## src/rtl/neander_stack_ctrl_if.sv

```systemverilog
// Interface bundle for neander_stack_ctrl: operation handshake, SP load,
// memory bus and status flags. "master" is the controller side, "slave" is
// the side that issues operations and serves the memory bus.
interface neander_stack_ctrl_if #(
    parameter int unsigned DATA_W = 8,
    parameter int unsigned ADDR_W = 8
);
    logic              op_valid;
    logic              op_ready;
    logic [1:0]        op_kind;
    logic [DATA_W-1:0] wdata;
    logic              done;
    logic [DATA_W-1:0] rdata;
    logic              sp_load;
    logic [ADDR_W-1:0] sp_load_val;
    logic [ADDR_W-1:0] sp;
    logic              mem_req;
    logic              mem_we;
    logic [ADDR_W-1:0] mem_addr;
    logic [DATA_W-1:0] mem_wdata;
    logic              mem_ack;
    logic [DATA_W-1:0] mem_rdata;
    logic              ovf;
    logic              unf;
    logic              flag_clr;

    modport master (
        input  op_valid, op_kind, wdata, sp_load, sp_load_val,
               mem_ack, mem_rdata, flag_clr,
        output op_ready, done, rdata, sp, mem_req, mem_we, mem_addr,
               mem_wdata, ovf, unf
    );

    modport slave (
        output op_valid, op_kind, wdata, sp_load, sp_load_val,
               mem_ack, mem_rdata, flag_clr,
        input  op_ready, done, rdata, sp, mem_req, mem_we, mem_addr,
               mem_wdata, ovf, unf
    );
endinterface

```

## src/rtl/neander_stack_ctrl.sv

```systemverilog
// Stack controller: PUSH/POP/PEEK over a request/ack memory bus with a
// downward-growing stack (SP points at the top entry; STACK_TOP means empty).
// Optional macro NEANDER_STACK_GUARD_EN enables overflow/underflow guards
// with sticky ovf/unf flags; without it the flags read 0 and SP wraps.
module neander_stack_ctrl #(
    parameter int unsigned       DATA_W      = 8,
    parameter int unsigned       ADDR_W      = 8,
    parameter logic [ADDR_W-1:0] STACK_TOP   = '1,
    parameter logic [ADDR_W-1:0] STACK_LIMIT = ADDR_W'(8'hC0)
) (
    input logic                   clk,
    input logic                   reset,
    neander_stack_ctrl_if.master  bus
);

    typedef enum logic [1:0] {IDLE, WR, RD, FIN} state_e;
    typedef enum logic [1:0] {
        OP_PUSH = 2'b00,
        OP_POP  = 2'b01,
        OP_PEEK = 2'b10,
        OP_RSVD = 2'b11
    } op_e;

    state_e            state;
    state_e            next_state;
    op_e               cur_op;
    op_e               op_latched;
    logic [ADDR_W-1:0] sp;
    logic [DATA_W-1:0] rdata;
    logic              mem_req;
    logic              mem_we;
    logic [ADDR_W-1:0] mem_addr;
    logic [DATA_W-1:0] mem_wdata;
    logic              done;
    logic              ovf;
    logic              unf;
    logic              op_ready;
    logic              accept;
    logic              ack_hit;
    logic              ovf_event;
    logic              unf_event;
    logic              guard_hit;

    assign op_ready  = (state == IDLE) && !bus.sp_load;
    assign cur_op    = op_e'(bus.op_kind);
    assign accept    = bus.op_valid && op_ready;
    assign ack_hit   = ((state == WR) || (state == RD)) && bus.mem_ack;
    assign guard_hit = ovf_event || unf_event;

`ifdef NEANDER_STACK_GUARD_EN
    assign ovf_event = accept && (cur_op == OP_PUSH) && (sp == STACK_LIMIT);
    assign unf_event = accept && ((cur_op == OP_POP) || (cur_op == OP_PEEK))
                       && (sp == STACK_TOP);

    // Sticky guard flags; a new event in the same cycle beats flag_clr
    always_ff @(posedge clk) begin
        if (reset) begin
            ovf <= 1'b0;
            unf <= 1'b0;
        end else begin
            if (bus.flag_clr) begin
                ovf <= 1'b0;
                unf <= 1'b0;
            end
            if (ovf_event) ovf <= 1'b1;
            if (unf_event) unf <= 1'b1;
        end
    end
`else
    logic unused_guard;
    assign unused_guard = ^{bus.flag_clr, STACK_LIMIT};
    assign ovf_event    = 1'b0;
    assign unf_event    = 1'b0;
    assign ovf          = 1'b0;
    assign unf          = 1'b0;
`endif

    // State register
    always_ff @(posedge clk) begin
        if (reset) state <= IDLE;
        else       state <= next_state;
    end

    // Next-state logic: guarded and reserved ops skip memory and go to FIN
    always_comb begin
        next_state = state;
        case (state)
            IDLE: begin
                if (accept) begin
                    if (guard_hit) begin
                        next_state = FIN;
                    end else begin
                        case (cur_op)
                            OP_PUSH:         next_state = WR;
                            OP_POP, OP_PEEK: next_state = RD;
                            default:         next_state = FIN;
                        endcase
                    end
                end
            end
            WR, RD:  if (bus.mem_ack) next_state = FIN;
            FIN:     next_state = IDLE;
            default: next_state = IDLE;
        endcase
    end

    // Datapath: bus launch on acceptance, SP/rdata update on ack, done pulse
    always_ff @(posedge clk) begin
        if (reset) begin
            sp         <= STACK_TOP;
            rdata      <= '0;
            mem_req    <= 1'b0;
            mem_we     <= 1'b0;
            mem_addr   <= '0;
            mem_wdata  <= '0;
            done       <= 1'b0;
            op_latched <= OP_PUSH;
        end else begin
            done <= (next_state == FIN);
            if ((state == IDLE) && bus.sp_load) sp <= bus.sp_load_val;
            if (accept) begin
                op_latched <= cur_op;
                if (!guard_hit) begin
                    case (cur_op)
                        OP_PUSH: begin
                            mem_req   <= 1'b1;
                            mem_we    <= 1'b1;
                            mem_addr  <= sp - 1'b1;
                            mem_wdata <= bus.wdata;
                        end
                        OP_POP, OP_PEEK: begin
                            mem_req  <= 1'b1;
                            mem_we   <= 1'b0;
                            mem_addr <= sp;
                        end
                        default: ;
                    endcase
                end
            end
            if (ack_hit) begin
                mem_req <= 1'b0;
                mem_we  <= 1'b0;
                case (op_latched)
                    OP_PUSH: sp <= sp - 1'b1;
                    OP_POP: begin
                        sp    <= sp + 1'b1;
                        rdata <= bus.mem_rdata;
                    end
                    OP_PEEK: rdata <= bus.mem_rdata;
                    default: ;
                endcase
            end
        end
    end

    assign bus.op_ready  = op_ready;
    assign bus.done      = done;
    assign bus.rdata     = rdata;
    assign bus.sp        = sp;
    assign bus.mem_req   = mem_req;
    assign bus.mem_we    = mem_we;
    assign bus.mem_addr  = mem_addr;
    assign bus.mem_wdata = mem_wdata;
    assign bus.ovf       = ovf;
    assign bus.unf       = unf;

endmodule

```

## src/flat_wrapper.sv

```systemverilog
// flat-port wrapper written by rule: the top's interface ports become plain ports
module neander_stack_ctrl_flat 
#(
    parameter int unsigned       DATA_W      = 8,
    parameter int unsigned       ADDR_W      = 8,
    parameter logic [ADDR_W-1:0] STACK_TOP   = '1,
    parameter logic [ADDR_W-1:0] STACK_LIMIT = ADDR_W'(8'hC0)
)
  (clk, reset, bus_op_valid, bus_op_kind, bus_wdata, bus_sp_load, bus_sp_load_val, bus_mem_ack, bus_mem_rdata, bus_flag_clr, bus_op_ready, bus_done, bus_rdata, bus_sp, bus_mem_req, bus_mem_we, bus_mem_addr, bus_mem_wdata, bus_ovf, bus_unf);
  neander_stack_ctrl_if #(.DATA_W(DATA_W), .ADDR_W(ADDR_W)) bus_i ();
  input logic clk;
  input logic reset;
  input wire logic [$bits(bus_i.op_valid)-1:0] bus_op_valid;
  input wire logic [$bits(bus_i.op_kind)-1:0] bus_op_kind;
  input wire logic [$bits(bus_i.wdata)-1:0] bus_wdata;
  input wire logic [$bits(bus_i.sp_load)-1:0] bus_sp_load;
  input wire logic [$bits(bus_i.sp_load_val)-1:0] bus_sp_load_val;
  input wire logic [$bits(bus_i.mem_ack)-1:0] bus_mem_ack;
  input wire logic [$bits(bus_i.mem_rdata)-1:0] bus_mem_rdata;
  input wire logic [$bits(bus_i.flag_clr)-1:0] bus_flag_clr;
  output wire logic [$bits(bus_i.op_ready)-1:0] bus_op_ready;
  output wire logic [$bits(bus_i.done)-1:0] bus_done;
  output wire logic [$bits(bus_i.rdata)-1:0] bus_rdata;
  output wire logic [$bits(bus_i.sp)-1:0] bus_sp;
  output wire logic [$bits(bus_i.mem_req)-1:0] bus_mem_req;
  output wire logic [$bits(bus_i.mem_we)-1:0] bus_mem_we;
  output wire logic [$bits(bus_i.mem_addr)-1:0] bus_mem_addr;
  output wire logic [$bits(bus_i.mem_wdata)-1:0] bus_mem_wdata;
  output wire logic [$bits(bus_i.ovf)-1:0] bus_ovf;
  output wire logic [$bits(bus_i.unf)-1:0] bus_unf;
  assign bus_i.op_valid = bus_op_valid;
  assign bus_i.op_kind = bus_op_kind;
  assign bus_i.wdata = bus_wdata;
  assign bus_i.sp_load = bus_sp_load;
  assign bus_i.sp_load_val = bus_sp_load_val;
  assign bus_i.mem_ack = bus_mem_ack;
  assign bus_i.mem_rdata = bus_mem_rdata;
  assign bus_i.flag_clr = bus_flag_clr;
  assign bus_op_ready = bus_i.op_ready;
  assign bus_done = bus_i.done;
  assign bus_rdata = bus_i.rdata;
  assign bus_sp = bus_i.sp;
  assign bus_mem_req = bus_i.mem_req;
  assign bus_mem_we = bus_i.mem_we;
  assign bus_mem_addr = bus_i.mem_addr;
  assign bus_mem_wdata = bus_i.mem_wdata;
  assign bus_ovf = bus_i.ovf;
  assign bus_unf = bus_i.unf;
  neander_stack_ctrl #(.DATA_W(DATA_W), .ADDR_W(ADDR_W), .STACK_TOP(STACK_TOP), .STACK_LIMIT(STACK_LIMIT)) u_core (.clk(clk), .reset(reset), .bus(bus_i));
endmodule
```

## config.mk

```make
export PLATFORM = sky130hd
export DESIGN_NAME = neander_stack_ctrl_flat
export DESIGN_NICKNAME = d
export VERILOG_FILES = /design/src/rtl/neander_stack_ctrl_if.sv /design/src/rtl/neander_stack_ctrl.sv /design/src/flat_wrapper.sv
export SDC_FILE = /design/constraint.sdc
export NUM_CORES = 1
export LEC_CHECK = 0
export ABC_AREA = 1
export CAP_MARGIN = 20
export CORE_ASPECT_RATIO = 0.6
export CORE_MARGIN = 3
export CORE_UTILIZATION = 41
export CTS_CLUSTER_DIAMETER = 60
export DETAILED_ROUTE_END_ITERATION = 10
export GPL_ROUTABILITY_DRIVEN = 0
export GPL_TIMING_DRIVEN = 0
export PLACE_DENSITY = 0.76
export SYNTH_ARGS = -nofsm -noshare
export SYNTH_HDL_FRONTEND = slang
export SYNTH_SLANG_ARGS = --single-unit
```

## constraint.sdc

```tcl
create_clock -name clk -period 1.3 [get_ports clk]
set_input_delay 0.26 -clock clk [delete_from_list [all_inputs] [get_ports clk]]
set_output_delay 0.26 -clock clk [all_outputs]
set_load 0.01 [all_outputs]
```

After elaboration in Yosys (flattened, before gate mapping). Index checks and enable logic that the tools add are counted.

$add $sub $neg: 2. Equal/unequal tests: 8. Muxes and demuxes: 9. Reduce and logical (&&, ||, !) cells: 19.

Operators by type and width (number): 8-bit case mux with 2 select lines (2); 8-bit two-way mux (2); 2-bit == test, second input constant (5); 8-bit by 1-bit adder with 8-bit output, second input constant (1); 2-bit AND reduction (4); 2-bit OR reduction (4); 8-bit by 1-bit subtractor with 8-bit output, second input constant (1); 2-bit by 1-bit == test with 1-bit output, second input constant (3); 2-bit zero test (3); 2-bit case mux with 3 select lines (1); 1-bit logical AND (4); 2-bit two-way mux (2); 2-bit case mux with 2 select lines (1); 3-bit OR reduction (1); 1-bit case mux with 2 select lines (1); 2-bit nonzero test (1); 1-bit zero test (1); 1-bit logical OR (1).

Flip-flop bits (word level): 39. Word-level logic and storage cells: 47.

Longest topological paths before layout. Gate-level depths: netlist (run 1).

Depth in word-level cells: 6. Depth in mapped cells: 11. Depth with buffers taken out: 10.

Worst setup path before layout (run 1). Ideal clock, no wire load.

Kind: reg-to-reg. Start point: register u_core.sp[0], in the netlist u_core.bus.sp[0]. End point: register u_core.sp[2], in the netlist u_core.bus.sp[2]. Setup time: 0.123 ns. Arrival time: 1.246 ns. Data required time: 1.177 ns. Setup slack: -0.070 ns. Stages on the path, launching flop included: 8. Buffers on the path: 0. Period minus slack after synthesis: 1.370 ns. Cells stage by stage: dfxtp_1 -> inv_1 -> ha_1 -> xor2_1 -> nand2_1 -> o21ai_0 -> a21oi_1 -> o21ai_0.

Longest elaborated chain between the ends: 3.

Ends and longest elaborated chain: start: declaration (RTL line neander_stack_ctrl.sv:28) `logic [ADDR_W-1:0] sp;`; start signal: assignment (RTL line neander_stack_ctrl.sv:120) `if ((state == IDLE) && bus.sp_load) sp <= bus.sp_load_val;`; start signal: assignment (RTL line neander_stack_ctrl.sv:144) `OP_PUSH: sp <= sp - 1'b1;`; start signal: assignment (RTL line neander_stack_ctrl.sv:146) `sp <= sp + 1'b1;`; 8-bit by 1-bit adder with 8-bit output or 8-bit by 1-bit subtractor with 8-bit output (tied branches) (RTL line neander_stack_ctrl.sv:146, neander_stack_ctrl.sv:144); 8-bit case mux with 2 select lines (*) (RTL line neander_stack_ctrl.sv:143) `case (op_latched)`; 8-bit two-way mux (*) (RTL line neander_stack_ctrl.sv:140) `if (ack_hit) begin`.

Mark *: on every way between the ends. The rest lies on a longest branch, timed or not. A chain may end at the register's enable or synchronous reset.

Worst setup path in the final report (run 1).
Start point: register u_core.state[0]. End point: register u_core.done, in the netlist u_core.bus.done.

Longest elaborated chain between the ends: 6.

Ends and longest elaborated chain: start: declaration (RTL line neander_stack_ctrl.sv:24) `state_e state;`; start signal: assignment (RTL line neander_stack_ctrl.sv:81) `else state <= next_state;`; 2-bit zero test (RTL line neander_stack_ctrl.sv:44, neander_stack_ctrl.sv:87); 1-bit logical AND (RTL line neander_stack_ctrl.sv:44) `assign op_ready = (state == IDLE) && !bus.sp_load;`; 1-bit logical AND (RTL line neander_stack_ctrl.sv:46) `assign accept = bus.op_valid && op_ready;`; 2-bit two-way mux (RTL line neander_stack_ctrl.sv:89) `if (accept) begin`; 2-bit case mux with 3 select lines (*) (RTL line neander_stack_ctrl.sv:87) `case (state)`; 2-bit == test (*) (RTL line neander_stack_ctrl.sv:119) `done <= (next_state == FIN);`; end signal: assignment (RTL line neander_stack_ctrl.sv:119); end: declaration (RTL line neander_stack_ctrl.sv:34) `logic done;`.

Marked as above.

==> flow_summary.yaml, run 1 <==
pwr:
  pwr-share-seq: 0.270
  switching_power_mw: 2.47
  p_per_area_nw_per_um2: 1800
  clkPwrFrac: 0.200
  sw_frac_of_total: 0.403
  intPower_mw: 3.65
  p_comb_frac: 0.530
  p_leak_nw: 1.55
  irDropWorstVdd_uv: 1170
grt:
  grt_pass1_vias: 2170
  grt_pass1_wl_um: 10200
  grt_usage: 0.216
  antenna_found_initial: 0
  grt_max_degree: 13
  overflow: 0
worst_setup_path:
  end_kind: "flop"
  worstPathCellList: "inv_2 > ha_4 > inv_4 > nor2_4 > buf_6 > nand2_8 > buf_12 > o211ai_1 > nand3_1 > nor2_1"
  r2r_cells: 10
  startpoint_type: "flop"
  critPathMaxStageDelay_ns: 0.35
  crit_buf_inv: 4
  cp_top_family: "buffers and inverters"
  worstReg2RegStart: "u_core.state[0]"
  crit_type: "flop to flop"
  r2r_slack_ns: -0.23
  reg2reg_to: "u_core.bus.done"
  critPathMaxFanout: 4
  cp_slowest_cell: "dfxtp_2"
  required_ns: 1.54
  cp.arrival_ns: 1.77
die:
  die_h_um: 61.2
  core_um2: 4730
  ioPinCount: 70
  start_util: 0.440
  die_area_um2: 5990
  chipWidth_um: 97.9
  row_count: 19
placed_design:
  dp_slack_ns: -0.794
  place_hpwl_um: 4390
  portBuffers: 66
yosys:
  synthCells: 296
  synthAdderAreaFrac: 0.0542
  synth_top_family_by_area: "simple AND/OR/NAND/NOR gates"
  ys_seq_elements: 39
  ys_seq_area_frac: 0.375
  avgSynthCellArea_um2: 7.03
  synth_edf_count: 0
  yosys_warnings: 0
  netlist_top_cells_count: "nand2_1 (65), a21oi_1 (42), dfxtp_1 (39), nand3_1 (29), inv_1 (26)"
  async_flop_share: 0
  syn_area_um2: 2080
  synth_compound_area_frac: 0.188
  synth_xor_area_frac: 0.0168
  yosys.area.top_type_share: 0.375
  muxShareOfSynthArea: 0
  synth.most_common_cell: "nand2_1"
  yosysUniqueCellTypes: 27
  synth_flop_cell: "dfxtp_1"
  synth_area_leader_cell: "dfxtp_1"
  yosys.area_share.simple: 0.267
  synthTopCellsByArea: "dfxtp_1 (38%), nand2_1 (12%), a21oi_1 (10%)"
route:
  vias: 2349
  dr.first_iter.drc_count: 131
  dr.pass1.iters: 5
  wl_per_cell_um: 15.3
  dr.max_layer_used: "met4"
  route.met2.wl_um: 3090
  vias_per_cell: 5.19
  drc: 0
  routed-wl-met3_um: 467
  wl_met1_um: 3230
  drtAntennaViolNets: 0
  drt-total-wl_um: 6920
sta:
  timing.fmax_mhz: 655
  relSlewSlack: 0.604
  whs_ns: 0.457
  fin_skew_ns: 0.0109
  fin_ws_ns: -0.226
  period_minus_slack_ns: 1.53
  setup_viol: 32
  drv_slew: 0
  tightest_slew_ns: 0.594
  min_period_over_period: 1.17
  rsz0062_at_grt: "yes"
  finalHoldViolations: 0
clock_tree:
  clock-sinks: 39
  clk_pin_slew_ns: 0.09
  h-tree-depth: 2
  cts_root_buffer: "clkbuf_8"
  cts_max_path_buffers: 2
  clk_latency_ns: 0.30
  postCtsHoldBufs: 0
  cts_tree: "yes"
  cts_made_buffers: 5
flow_run:
  max_cap_violations: 0
cells_and_area:
  fill_cells: 359
  areaGrowthSynthToFinish_pct: 64.0
  drive_gt1_frac: 0.279
  fin_nets: 430
  diodes: 0
hold_path:
  hold_path_depth: 3
  hp-start: "bus_op_kind[0]"
  holdPathEnd: "u_core.op_latched[0]"
  hp-class: "input pin to flop"
status:
  violations: "negative setup slack"
  status: "finished with violations"
-- power by group through the flow --
stage                     Clock [mW]  Sequential [mW]  Combinational, mW
after global routing            1.28             1.68               3.53
final                           1.23             1.65               3.24
after detailed placement           0             1.63               2.36
after CTS                       1.23             1.63               2.94
after floorplan                    0             1.66               1.50
after global placement             0             1.63               2.33
-- cells by family after synthesis --
logic type      Yosys count
flops                    39
simple gates            123
compound gates           75
buf+inv                  45
other cells               1
fa+ha+maj                 9
xor+xnor                  4
-- how the worst max path moves through the flow --
stage                               start                endpoint  slack [ns]  depth (start not counted)
final                     u_core.state[0]         u_core.bus.done       -0.23                         10
after global routing      u_core.state[0]         u_core.bus.done       -0.29                         10
after CTS                 u_core.state[0]  u_core.bus.mem_addr[5]       -0.16                         11
after detailed placement   bus_op_kind[0]  u_core.bus.mem_addr[1]       -0.79                          7
after global placement     bus_op_kind[0]  u_core.bus.mem_addr[1]       -0.74                          7
after floorplan           u_core.state[1]     u_core.bus.rdata[2]       -0.02                          7
-- state kept, by name, indices dropped and copies added (netlist names), 2 cells and up --
| signal | cells |
|---|---|
| u_core.bus.rdata | 8 |
| u_core.bus.mem_wdata | 8 |
| u_core.bus.mem_addr | 8 |
| u_core.op_latched | 2 |
| u_core.bus.sp | 8 |
| u_core.state | 2 |
-- repair_timing --
action / in CTS / in global routing
gates cloned: 4 / 0
buffers inserted: 14 / 5
resized for setup: 103 / 30
setup endpoints to repair: 72 / 41
pin swaps: 8 / 13
-- routing by layer --
layer	vias to the layer above	track usage
met2	91	0.329
met5	-	0
li1	1150	-
met4	0	0.0789
met3	13	0.0566
met1	1095	0.301
-- per-stage QoR --
| stage | instance area [µm²] | total power, mW | std cells | utilization | TNS, ns |
|---|---|---|---|---|---|
| after floorplan | 2110 | 3.17 | 297 | - | -0.103 |
| after global placement | 2850 | 3.96 | 426 | 0.602 | -15.69 |
| after detailed placement | 2850 | 3.99 | 426 | 0.602 | -16.80 |
| after CTS | 3290 | 5.80 | 450 | 0.696 | -2.08 |
| after global routing | 3410 | 6.50 | 453 | 0.721 | -6.72 |
| final | 3410 | 6.12 | 453 | 0.721 | -5.02 |
-- worst reg2reg max path, delay by kind of cell (launching register included) --
kind            cells  cell delay [ns]
flops               1             0.35
compound gates      1             0.15
fa+ha+maj           1             0.16
simple gates        4             0.40
buf+inv             4             0.40
-- cell type report --
cell class,count,area (µm²),share of cell area
timing repair buffer,85,787,0.231
tap,63,78.8,0.0231
buffer,12,101,0.0297
multi-input combinational,214,1360,0.400
clock inverter,2,60.1,0.0176
timing repair inverter,1,6.26,0.00183
clock buffer,6,72.6,0.0213
inverter,31,139,0.0407
sequential,39,802,0.235
-- cells in the final DEF, fill, tap and decap left out, types with 10 or more instances in the layout --
cell type	Yosys	layout
nand3_1	29	29
a21oi_2	0	10
dfxtp_1	39	30
inv_1	26	20
buf_4	3	14
o21ai_0	18	10
nand2_1	65	54
dlygate4sd2_1	0	37
clkdlybuf4s50_1	0	28
o21ai_1	9	12
a21oi_1	42	30
nand2_2	2	10
nor2_1	18	16
Power figures use the tool's default switching activity.
==> run 2, diff against run 1 <==
--- a/config.mk
+++ b/config.mk
@@ -12,9 +12,9 @@
 export CORE_UTILIZATION = 41
 export CTS_CLUSTER_DIAMETER = 60
 export DETAILED_ROUTE_END_ITERATION = 10
-export GPL_ROUTABILITY_DRIVEN = 0
 export GPL_TIMING_DRIVEN = 0
 export PLACE_DENSITY = 0.76
+export SLEW_MARGIN = 20
 export SYNTH_ARGS = -nofsm -noshare
 export SYNTH_HDL_FRONTEND = slang
 export SYNTH_SLANG_ARGS = --single-unit
==> results of run 2 <==
Final layout, timing and power as in run 1 (identical DEF).
